## config.mk

```make
export PLATFORM = sky130hd
export DESIGN_NAME = stream_map_addk
export DESIGN_NICKNAME = d
export VERILOG_FILES = /design/src/rtl/stream_map_addk_pkg.sv /design/src/rtl/stream_fifo.sv /design/src/rtl/stream_map_addk.sv
export SDC_FILE = /design/constraint.sdc
export NUM_CORES = 1
export LEC_CHECK = 0
export ABC_CLOCK_PERIOD_IN_PS = 2400
export CAP_MARGIN = 20
export CORE_AREA = 2 2 82 84
export DETAILED_ROUTE_END_ITERATION = 8
export DIE_AREA = 0 0 84 86
export PLACE_DENSITY = 0.78
export SYNTH_ARGS = -nofsm -noshare
export SYNTH_HDL_FRONTEND = slang
export SYNTH_SLANG_ARGS = --single-unit
```

## constraint.sdc

```tcl
create_clock -name clk -period 2.4 [get_ports clk]
set_input_delay 0.24 -clock clk [delete_from_list [all_inputs] [get_ports clk]]
set_output_delay 0.24 -clock clk [all_outputs]
set_load 0.005 [all_outputs]
```

## src/rtl/stream_map_addk_pkg.sv

```systemverilog
// Shared definitions for the valid/ready stream blocks: mode encodings,
// reset constant and the default element width.
package stream_map_addk_pkg;

  // Default element width, matching intN (int8 for the stock build)
  localparam int N_DEF = 8;

  // Reset constant; with MODE_WRAP this reproduces the original map-add1 block
  localparam int K_RST = 1;

  typedef enum logic [1:0] {
    MODE_WRAP = 2'b00,
    MODE_USAT = 2'b01,
    MODE_SSAT = 2'b10,
    MODE_RSVD = 2'b11
  } mode_e;

endpackage

```

## src/rtl/stream_fifo.sv

```systemverilog
// Parametrised W x DEPTH synchronous FIFO with push/pop/full/empty.
// Pointers carry one extra wrap bit so full and empty are unambiguous.
module stream_fifo #(
  parameter int W     = 8,
  parameter int DEPTH = 4
) (
  input  logic         clk,
  input  logic         nrst,
  input  logic         push,
  input  logic [W-1:0] wr_data,
  input  logic         pop,
  output logic [W-1:0] rd_data,
  output logic         full,
  output logic         empty
);

  localparam int AW = $clog2(DEPTH);

  logic [AW:0]  wr_ptr_q, wr_ptr_d;
  logic [AW:0]  rd_ptr_q, rd_ptr_d;
  logic [W-1:0] mem_q [DEPTH];
  logic         push_ok;
  logic         pop_ok;

  always_comb begin
    full     = (wr_ptr_q[AW-1:0] == rd_ptr_q[AW-1:0]) && (wr_ptr_q[AW] != rd_ptr_q[AW]);
    empty    = (wr_ptr_q == rd_ptr_q);
    push_ok  = push && !full;
    pop_ok   = pop && !empty;
    wr_ptr_d = wr_ptr_q;
    rd_ptr_d = rd_ptr_q;
    if (push_ok) wr_ptr_d = wr_ptr_q + (AW+1)'(1);
    if (pop_ok)  rd_ptr_d = rd_ptr_q + (AW+1)'(1);
  end

  always_ff @(posedge clk or negedge nrst) begin
    if (!nrst) begin
      wr_ptr_q <= '0;
      rd_ptr_q <= '0;
    end else begin
      wr_ptr_q <= wr_ptr_d;
      rd_ptr_q <= rd_ptr_d;
    end
  end

  // Storage is not reset: the pointers alone decide what is visible
  always_ff @(posedge clk) begin
    if (push_ok) mem_q[wr_ptr_q[AW-1:0]] <= wr_data;
  end

  assign rd_data = mem_q[rd_ptr_q[AW-1:0]];

endmodule

```

## src/rtl/stream_map_addk.sv

```systemverilog
// Stream block adding a configurable constant K to each element (wrap,
// unsigned or signed saturation), buffered through a FIFO, with an output counter.
module stream_map_addk
  import stream_map_addk_pkg::*;
#(
  parameter int N       = N_DEF,
  parameter int DEPTH   = 4,
  parameter int COUNT_W = 16
) (
  input  logic               clk,
  input  logic               nrst,
  input  logic               in_valid,
  output logic               in_ready,
  input  logic [N-1:0]       in_data,
  output logic               out_valid,
  input  logic               out_ready,
  output logic [N-1:0]       out_data,
  input  logic               cfg_load,
  input  logic [N-1:0]       cfg_k,
  input  logic [1:0]         cfg_mode,
  output logic               cfg_err,
  output logic [COUNT_W-1:0] count
);

  function automatic logic [N-1:0] sat_unsigned(input logic [N:0] usum);
    sat_unsigned = usum[N] ? {N{1'b1}} : usum[N-1:0];
  endfunction

  // Overflow only when both operands share a sign that the result lacks
  function automatic logic [N-1:0] sat_signed(input logic [N-1:0] x, input logic [N-1:0] k);
    logic signed [N-1:0] sx;
    logic signed [N-1:0] sk;
    logic signed [N-1:0] ssum;
    sx   = x;
    sk   = k;
    ssum = sx + sk;
    if ((sx[N-1] == sk[N-1]) && (ssum[N-1] != sx[N-1]))
      sat_signed = sx[N-1] ? {1'b1, {(N-1){1'b0}}} : {1'b0, {(N-1){1'b1}}};
    else
      sat_signed = ssum;
  endfunction

  function automatic logic [N-1:0] map_addk(input logic [N-1:0] x, input logic [N-1:0] k,
                                            input mode_e m);
    logic [N:0] usum;
    usum = {1'b0, x} + {1'b0, k};
    case (m)
      MODE_USAT: map_addk = sat_unsigned(usum);
      MODE_SSAT: map_addk = sat_signed(x, k);
      default:   map_addk = usum[N-1:0];
    endcase
  endfunction

  logic [N-1:0]       k_q, k_d;
  mode_e              mode_q, mode_d;
  logic               cfg_err_q, cfg_err_d;
  logic [COUNT_W-1:0] count_q, count_d;
  logic               rdy_q, rdy_d;

  logic               full, empty;
  logic [N-1:0]       rd_data;
  logic [N-1:0]       f_val;
  logic               push, pop, cfg_ok;

  always_comb begin
    in_ready  = rdy_q && !full;
    out_valid = !empty;
    out_data  = empty ? '0 : rd_data;
    push      = in_valid && in_ready;
    pop       = out_valid && out_ready;
    f_val     = map_addk(in_data, k_q, mode_q);

    // A push in the same cycle always beats a configuration load
    cfg_ok    = cfg_load && empty && !push;
    k_d       = k_q;
    mode_d    = mode_q;
    if (cfg_ok) begin
      k_d    = cfg_k;
      mode_d = mode_e'(cfg_mode);
    end
    cfg_err_d = cfg_load && !cfg_ok;

    count_d   = count_q;
    if (pop) count_d = count_q + COUNT_W'(1);
    rdy_d     = 1'b1;
  end

  always_ff @(posedge clk or negedge nrst) begin
    if (!nrst) begin
      k_q       <= N'(K_RST);
      mode_q    <= MODE_WRAP;
      cfg_err_q <= 1'b0;
      count_q   <= '0;
      rdy_q     <= 1'b0;
    end else begin
      k_q       <= k_d;
      mode_q    <= mode_d;
      cfg_err_q <= cfg_err_d;
      count_q   <= count_d;
      rdy_q     <= rdy_d;
    end
  end

  assign cfg_err = cfg_err_q;
  assign count   = count_q;

  stream_fifo #(
    .W     (N),
    .DEPTH (DEPTH)
  ) u_fifo (
    .clk     (clk),
    .nrst    (nrst),
    .push    (push),
    .wr_data (f_val),
    .pop     (pop),
    .rd_data (rd_data),
    .full    (full),
    .empty   (empty)
  );

endmodule
```

# Word-level counts from Yosys, hierarchy flattened
# Memory sizes are Yosys's and may differ from the RTL's.
# Cells that the tools add are included.
# word_totals
ff_bits	34
ramBits	32
inputBits	23
out_inout_bits	27
elab_cells	41
n_memories	1
# classes
add_sub_neg	5
n_eq_ne	7
mux	7
n_reduce_logical	14
# memory_table
name	depth	width	read_ports	rd_clocked_by_memory_dff	write_ports	line	source
u_fifo.mem_q	4	8	1	0	1	stream_fifo.sv:21	logic [W-1:0] mem_q [DEPTH];
# op_table
op	n
8-bit two-way mux	4
16-bit by 1-bit adder with 16-bit output (second input constant)	1
8-bit one-hot mux with 2 select lines	1
1-bit logical AND	10
8-bit by 8-bit adder with 9-bit output	1
8-bit adder	1
3-bit by 1-bit adder with 3-bit output (second input constant)	2
1-bit zero test	4
3-bit equality test	1
2-bit by 1-bit equality test with 1-bit output (second input constant)	1
2-bit equality test	1
2-bit equality test (second input constant)	1
1-bit two-way mux	2
1-bit inequality test	2
1-bit equality test	1

# Logic depth before layout (Yosys ltp)
# Gate-level depths: netlist of the first run.
# logic_depth
word_depth	9
depth_mapped	8
mapped_depth_nobuf	7

# Hierarchy
# A second synthesis of the first run with hierarchy kept.
# hier_totals
cells_unflattened	253
hier_area_um2	3331.9
# modules_own_cells
module	n_inst	cells_per_inst	area_each_um2	seq_area_each_um2
stream_map_addk	1	163	1702.9	701.9
stream_fifo	1	90	1629.1	1111.1

# Worst setup path after synthesis of the first run
# OpenSTA, ideal clock, no wires.
# synth_timing
kind	register to register
startpoint	register k_q[4]
endpoint	memory u_fifo.mem_q[0][5] (data pin)
setup_time_ns	0.292
arrival_ns	1.777
t_required_ns	2.108
slack_ns	0.330
stages_incl_launch_ff	7
path_buffers	0
period_less_slack_ns	2.070
path_cell_list	dfrtp_1 -> ha_1 -> a21oi_1 -> o21ai_0 -> o21bai_1 -> o41ai_1 -> o21ai_0
# synth_between
elab_chain_len	5
elab_cells_between_ends	7
classes_between	2 x add/sub; 1 x eq/ne; 3 x mux; 1 x reduce/logical
# synth_rtl
item	line	source
start: declaration	stream_map_addk.sv:54	logic [N-1:0] k_q, k_d;
start signal: assignment	stream_map_addk.sv:90	k_q <= N'(K_RST);
start signal: assignment	stream_map_addk.sv:96	k_q <= k_d;
8-bit adder	stream_map_addk.sv:36	ssum = sx + sk;
1-bit inequality test	stream_map_addk.sv:37	if ((sx[N-1] == sk[N-1]) && (ssum[N-1] != sx[N-1]))
1-bit logical AND	stream_map_addk.sv:37	
8-bit two-way mux	stream_map_addk.sv:37	
8-bit one-hot mux with 2 select lines *	stream_map_addk.sv:47	case (m)
via f_val[5]	stream_map_addk.sv:62	logic [N-1:0] f_val;
end: declaration	stream_fifo.sv:21	
# The timed path passes the listed nets; every way through them passes the cells marked *.

# Worst setup path in the final report of the first run
# layout_timing
startpoint	register u_fifo.rd_ptr_q[0]
endpoint	output port out_data[5]
# layout_between
elab_chain_len	2
elab_cells_between_ends	3
classes_between	1 x eq/ne; 1 x mux; 1 x memory
# layout_rtl
item	line	source
start: declaration	stream_fifo.sv:20	logic [AW:0] rd_ptr_q, rd_ptr_d;
start signal: assignment	stream_fifo.sv:42	rd_ptr_q <= rd_ptr_d;
memory read 4 x 8 bit / 3-bit equality test (equally long branches)	n/a	
8-bit two-way mux *	stream_map_addk.sv:68	out_data = empty ? '0 : rd_data;
end: declaration	stream_map_addk.sv:17	output logic [N-1:0] out_data,
# Every way passes the cells marked *; elsewhere a longest branch is shown, timed or not.

==> results of run 1 <==
[cells in the mapped netlist, types with 2 or more instances]
| cell | n | area, um^2 |
|---|---|---|
| ha_1 | 16 | 200.2 |
| nor4_1 | 2 | 12.51 |
| dfrtp_1 | 33 | 825.8 |
| o21a_1 | 3 | 22.52 |
| buf_6 | 2 | 22.52 |
| edfxtp_1 | 32 | 960.9 |
| o31a_1 | 2 | 17.52 |
| nand2_1 | 26 | 97.59 |
| xor2_4 | 2 | 55.05 |
| and2b_1 | 3 | 22.52 |
| o32a_1 | 2 | 20.02 |
| nor2_1 | 5 | 18.77 |
| and3_1 | 3 | 18.77 |
| o21bai_1 | 2 | 15.01 |
| xor2_1 | 6 | 52.55 |
| mux2_2 | 10 | 112.6 |
| and2_1 | 6 | 37.54 |
| o22ai_1 | 2 | 12.51 |
| o21ai_0 | 8 | 40.04 |
| nand3_1 | 7 | 35.03 |
| nor3_1 | 4 | 20.02 |
| a21oi_1 | 6 | 30.03 |
| nand4_1 | 4 | 25.02 |
| inv_1 | 8 | 30.03 |
| mux4_2 | 8 | 180.2 |
| nor2b_1 | 6 | 37.54 |
| xnor2_1 | 18 | 157.7 |
[worst max-delay path, stage by stage, from the launching register on]
cell and delay [ps]:
dfrtp_2 420, buf_4 190, mux4_2 510, nor2b_1 140, clkdlybuf4s50_1 440
[registers in the layout (all words and copies together) (netlist names)]
signal           count
u_fifo.mem_q        32
rdy_q                1
mode_q               2
cfg_err              1
k_q                  8
count               16
u_fifo.rd_ptr_q      3
u_fifo.wr_ptr_q      3
[logic make-up after synthesis]
logic type | after synthesis | share of synthesized area, %
other | 1 | 0.1131
muxes | 18 | 8.830
DFF | 66 | 54.68
adders and majority gates | 17 | 6.641
AOI/OAI and AO/OA | 35 | 7.812
xor gates and xnor gates | 27 | 8.491
buffers and inverters | 12 | 1.924
and+or+nand+nor | 72 | 11.51
[per-layer routing]
layer | share of wire, % | track usage (%) | vias to the layer above
met2 | 51 | 31.85 | 41
met5 | 0 | 0 | -
li1 | - | - | 1074
met1 | 44 | 24.82 | 1084
met3 | 2.9 | 3.561 | 9
met4 | 1.7 | 9.238 | 0
[cell type report]
class                   instances  area, um^2  share of cell area (%)
multi-input cells             171        1456                   34.06
clock buffers                  10       127.6                   2.984
inverters                       8       30.03                  0.7022
well taps                      77       96.34                   2.253
flip-flops and latches         66        1814                   42.42
repair buffers                 73       670.6                   15.68
clock inverters                 6       81.33                   1.902
[power by group through the flow]
stage               Sequential, mW  Combinational [mW]  Clock, mW
floorplan                     1.91                1.73          0
CTS                           1.96                2.75       1.01
global placement              1.96                2.66          0
global route                  2.00                3.07       1.06
finish                        1.96                2.80      0.979
detailed placement            1.98                2.72          0
[how the worst min path moves through the flow]
| stage | to | startpoint | slack (ps) |
|---|---|---|---|
| CTS | k_q[7] | nrst | 300 |
| detailed placement | count[15] | count[15] | 480 |
| global route | k_q[7] | nrst | 350 |
| finish | k_q[7] | nrst | 300 |
| floorplan | cfg_err | nrst | -60 |
| global placement | count[15] | count[15] | 480 |
[what timing repair did]
item	4_1_cts	5_1_grt
gates resized for setup	0	2
hold buffers	0	0
hold endpoints to repair	0	0
endpoints found under the setup margin	0	10
==> flow_summary.ini, run 1 <==
[worst_setup_path]
crit_path_end = out_data[5]
worst_setup_path_start_kind = flop
endpoint_kind = output port
cp.arrival_ps = 2040
r2r_setup_slack_ps = 200
reg2reg_from = k_q[0]
worst_r2r_endpoint = u_fifo.mem_q[0][6]
crit_path_start = u_fifo.rd_ptr_q[0]
worst_r2r_path_depth = 7
worstSetupPathType = reg -> out
cp.required_ps = 2160
worstPathMaxFanout = 5

[finish]
fin_nets = 369
area_delta_synth_final_pct = 28.98
diodes = 0
instances_no_fill = 411
final_common_cell = clkdlybuf4s50_1
nFillCells = 483
final_util_pct = 68.13
layout_common_cells = 49 x clkdlybuf4s50_1, 32 x dfrtp_1, 32 x edfxtp_1
final_layout_size_suffix_gt1_share_pct = 20.66
finalInstanceArea_um2 = 4277

[logic_synthesis]
ys_ff_latch = 66
async_flop_share_pct = 51.52
syn_area_um2 = 3316
syn_inst = 248
synth_flop_cell = dfrtp_1
ys_warn_count = 0
ys_seq_area_share_pct = 54.68
synth_edf_count = 32
syn_nets = 288
synth_cell_types = 49
postSynthAreaPerCell_um2 = 13.37

[min_path]
min_path_type = in -> async

[sta]
post-route-period-util_pct = 95.10
fin_hold_ws_ps = 301.0
finalHoldViolations = 0
period_needed_ps = 2282
tns_ps = 0
setup_viol = 0
setup_ws_ps = 117.5
max_freq_ghz = 0.4381
skew_ps = 10.56
maxSlewViolCount = 0
grt_setup_unrepaired = no

[global_route]
grt_pass1_vias = 2231
grt_max_degree = 35
grt-ovfl-total = 0
grt_pass1_wl_um = 10630
antenna_found_initial = 0
grt_use_total_pct = 19.27

[floorplan]
core_area_um2 = 6277
die_h_um = 86
dieArea_um2 = 7224
num_rows = 29
die_w_um = 84
io_pins = 50
initial_utilization_pct = 52.82

[clocking]
htreeDepth = 3
cts.clk_slew.worst_paths_ps = 70
clock_latency_ps = 340
cts_root_buffer = clkbuf_8
cts_setup_buffers = 0
cts_buffer_depth = 2
cts_tree = yes
clock_sinks = 66
cts_buffers = 9

[route]
drc = 0
first_pass_iters = 4
num_vias = 2208
totalWireLength_um = 6444
drt_iter0_drc = 84
vias_per_cell = 5.372
wl_per_cell_um = 15.68
antenna_left = 0

[power_and_ir_drop]
power_density_nw_per_um2 = 1342
peakVddDrop_v = 0.0007260
power.total_mw = 5.739
switching_share_pct = 35.12
power_frac_comb_pct = 48.8
p_switching_mw = 2.016
power.leakage_nw = 1.709
clkPwrFrac_pct = 17.1
p_int_mw = 3.724
seqPwrFrac_pct = 34.2

[placed_design]
gp_congestion = 0.8532
dpl_worst_slack_ps = -118.7
io_buffers = 49
dp.cells = 394
dp_hpwl_um = 4660
place_area_um2 = 4049

[run_status]
outcome = finished clean

[flow_run]
maxCapViolations = 0
Note: power is estimated with default switching activity, not from simulation.
==> inputs of run 2 (changes only) <==
--- a/config.mk
+++ b/config.mk
@@ -6,11 +6,11 @@
 export NUM_CORES = 1
 export LEC_CHECK = 0
 export ABC_CLOCK_PERIOD_IN_PS = 2400
-export CAP_MARGIN = 20
 export CORE_AREA = 2 2 82 84
 export DETAILED_ROUTE_END_ITERATION = 8
 export DIE_AREA = 0 0 84 86
 export PLACE_DENSITY = 0.78
+export REMOVE_ABC_BUFFERS = 1
 export SYNTH_ARGS = -nofsm -noshare
 export SYNTH_HDL_FRONTEND = slang
 export SYNTH_SLANG_ARGS = --single-unit
==> run 2 against run 1 <==
First-iteration DRC count stayed put. Highest routed layer unchanged. Global-route usage is 0.21 points higher. Clock skew is 1.6 ps higher. Final cell count is 0.49% lower. Critical endpoint is now out_data[6]. Wire length is 2.8% higher. Largest cell class unchanged. Fmax is 0.98% lower. Sequential cell count stayed put. Cell area is 1.1% lower.
==> flow_summary.ini, run 2 (synthesized netlist as in run 1, its figures left out) <==
[route]
num_vias = 2244
vias_per_cell = 5.487
totalWireLength_um = 6627
drc = 0
wl_per_cell_um = 16.20
first_pass_iters = 4
antenna_left = 0
drt_iter0_drc = 84

[clocking]
clock_sinks = 66
cts_tree = yes
cts_root_buffer = clkbuf_8
htreeDepth = 3
cts.clk_slew.worst_paths_ps = 80
cts_buffer_depth = 2
cts_buffers = 9
clock_latency_ps = 350
hold_buffers = 0

[floorplan]
die_h_um = 86
io_pins = 50
num_rows = 29
core_area_um2 = 6277
dieArea_um2 = 7224
initial_utilization_pct = 52.82
die_w_um = 84

[finish]
instances_no_fill = 409
final_common_cell = clkdlybuf4s50_1
largest_reg_flops = 32
layout_common_cells = 49 x clkdlybuf4s50_1, 32 x dfrtp_1, 32 x edfxtp_1
fin_nets = 367
nFillCells = 472
finalInstanceArea_um2 = 4229
final_layout_size_suffix_gt1_share_pct = 20.18
final_util_pct = 67.37
diodes = 0
area_delta_synth_final_pct = 27.55

[power_and_ir_drop]
power.leakage_nw = 1.676
peakVddDrop_v = 0.0007965
power_density_nw_per_um2 = 1317

[run_status]
outcome = finished clean

[placed_design]
gp_congestion = 0.8151
dp_hpwl_um = 4816
io_buffers = 49
dp.cells = 390
place_area_um2 = 4031

[sta]
post-route-period-util_pct = 96.04
grt_setup_unrepaired = no
fin_hold_ws_ps = 292.9
finalHoldViolations = 0
period_needed_ps = 2305
maxSlewViolCount = 0
max_freq_ghz = 0.4338
setup_viol = 0
skew_ps = 12.14

[global_route]
grt_use_total_pct = 19.49
grt_max_degree = 35
grt_pass1_wl_um = 10790
grt-ovfl-total = 0
antenna_found_initial = 0
grt_pass1_vias = 2249

[min_path]
min_path_type = in -> async

[flow_run]
maxCapViolations = 0

[worst_setup_path]
worst_setup_path_start_kind = flop
cp.arrival_ps = 2060
endpoint_kind = output port
worstSetupPathType = reg -> out
worstPathMaxFanout = 8
cp.required_ps = 2160
-- run 2: cell types whose count changed in the layout (fill, tap and decap cells not counted), sizes merged --
cell / delta
clkbuf: -1
buf: -2
bufinv: -2
clkinvlp: +1
clkinv: +2
-- run 2: metal layers --
metal / global-route usage, % / wire (um) / up-vias
met5: 0 / 0 / -
met3: 5.005 / 250 / 12
met2: 33.60 / 3364 / 49
li1: - / - / 1062
met4: 7.038 / 127 / 0
met1: 23.95 / 2886 / 1121
-- run 2: area by class of cell --
type                       instances  area [um^2]  area share (%)
sequential                        66         1814           42.90
multi-input combinational        171         1460           34.53
timing repair buffer              71        668.1           15.80
clock buffer                       9        123.9           2.929
tap                               77        96.34           2.278
clock inverter                     7        36.28          0.8580
inverter                           8        30.03          0.7101
-- run 2: where the power goes --
| group | total (mW) | switching (mW) | internal, mW | leakage, nW |
|---|---|---|---|---|
| Clock | 0.775 | 0.416 | 0.359 | 0.0775 |
| Combinational | 2.83 | 1.36 | 1.47 | 0.884 |
| Sequential | 1.97 | 0.256 | 1.71 | 0.714 |
-- run 2: path summary, 6_finish.rpt --
path | from | end | slack, ps | depth (start not counted)
worst max register to register | k_q[0] | u_fifo.mem_q[1][5] | 160 | 7
worst min register to register | count[15] | count[15] | 470 | 1
min in group clk | count[15] | count[15] | 470 | 1
max in group asynchronous | nrst | k_q[0] | 1780 | 2
worst max-delay path | u_fifo.rd_ptr_q[0] | out_data[6] | 100 | 4
worst min-delay path | nrst | u_fifo.wr_ptr_q[0] | 290 | 2
-- run 2: worst max-delay path: stages (launching register included) --
cell             delay, ps
dfrtp_2                440
buf_12                 160
mux4_2                 510
nor2b_1                150
clkdlybuf4s50_1        450
-- run 2: timing repair --
action                                  4_1_cts  5_1_grt
cloned                                        0        1
endpoints found under the setup margin        8       13
endpoints found under the hold margin         0        0
pin swaps                                     0        1
buffers inserted                              0        2
resized for setup                             1        3
-- run 2: per-stage QoR --
step	setup TNS (ps)	total power, mW	worst slack, ps
after floorplan	0	3.590	330.4
after global placement	-592.7	4.593	-90.16
after detailed placement	-2429	4.706	-165.5
after global routing	0	5.940	24.63
final	0	5.571	95.02
after CTS	0	5.495	18.73
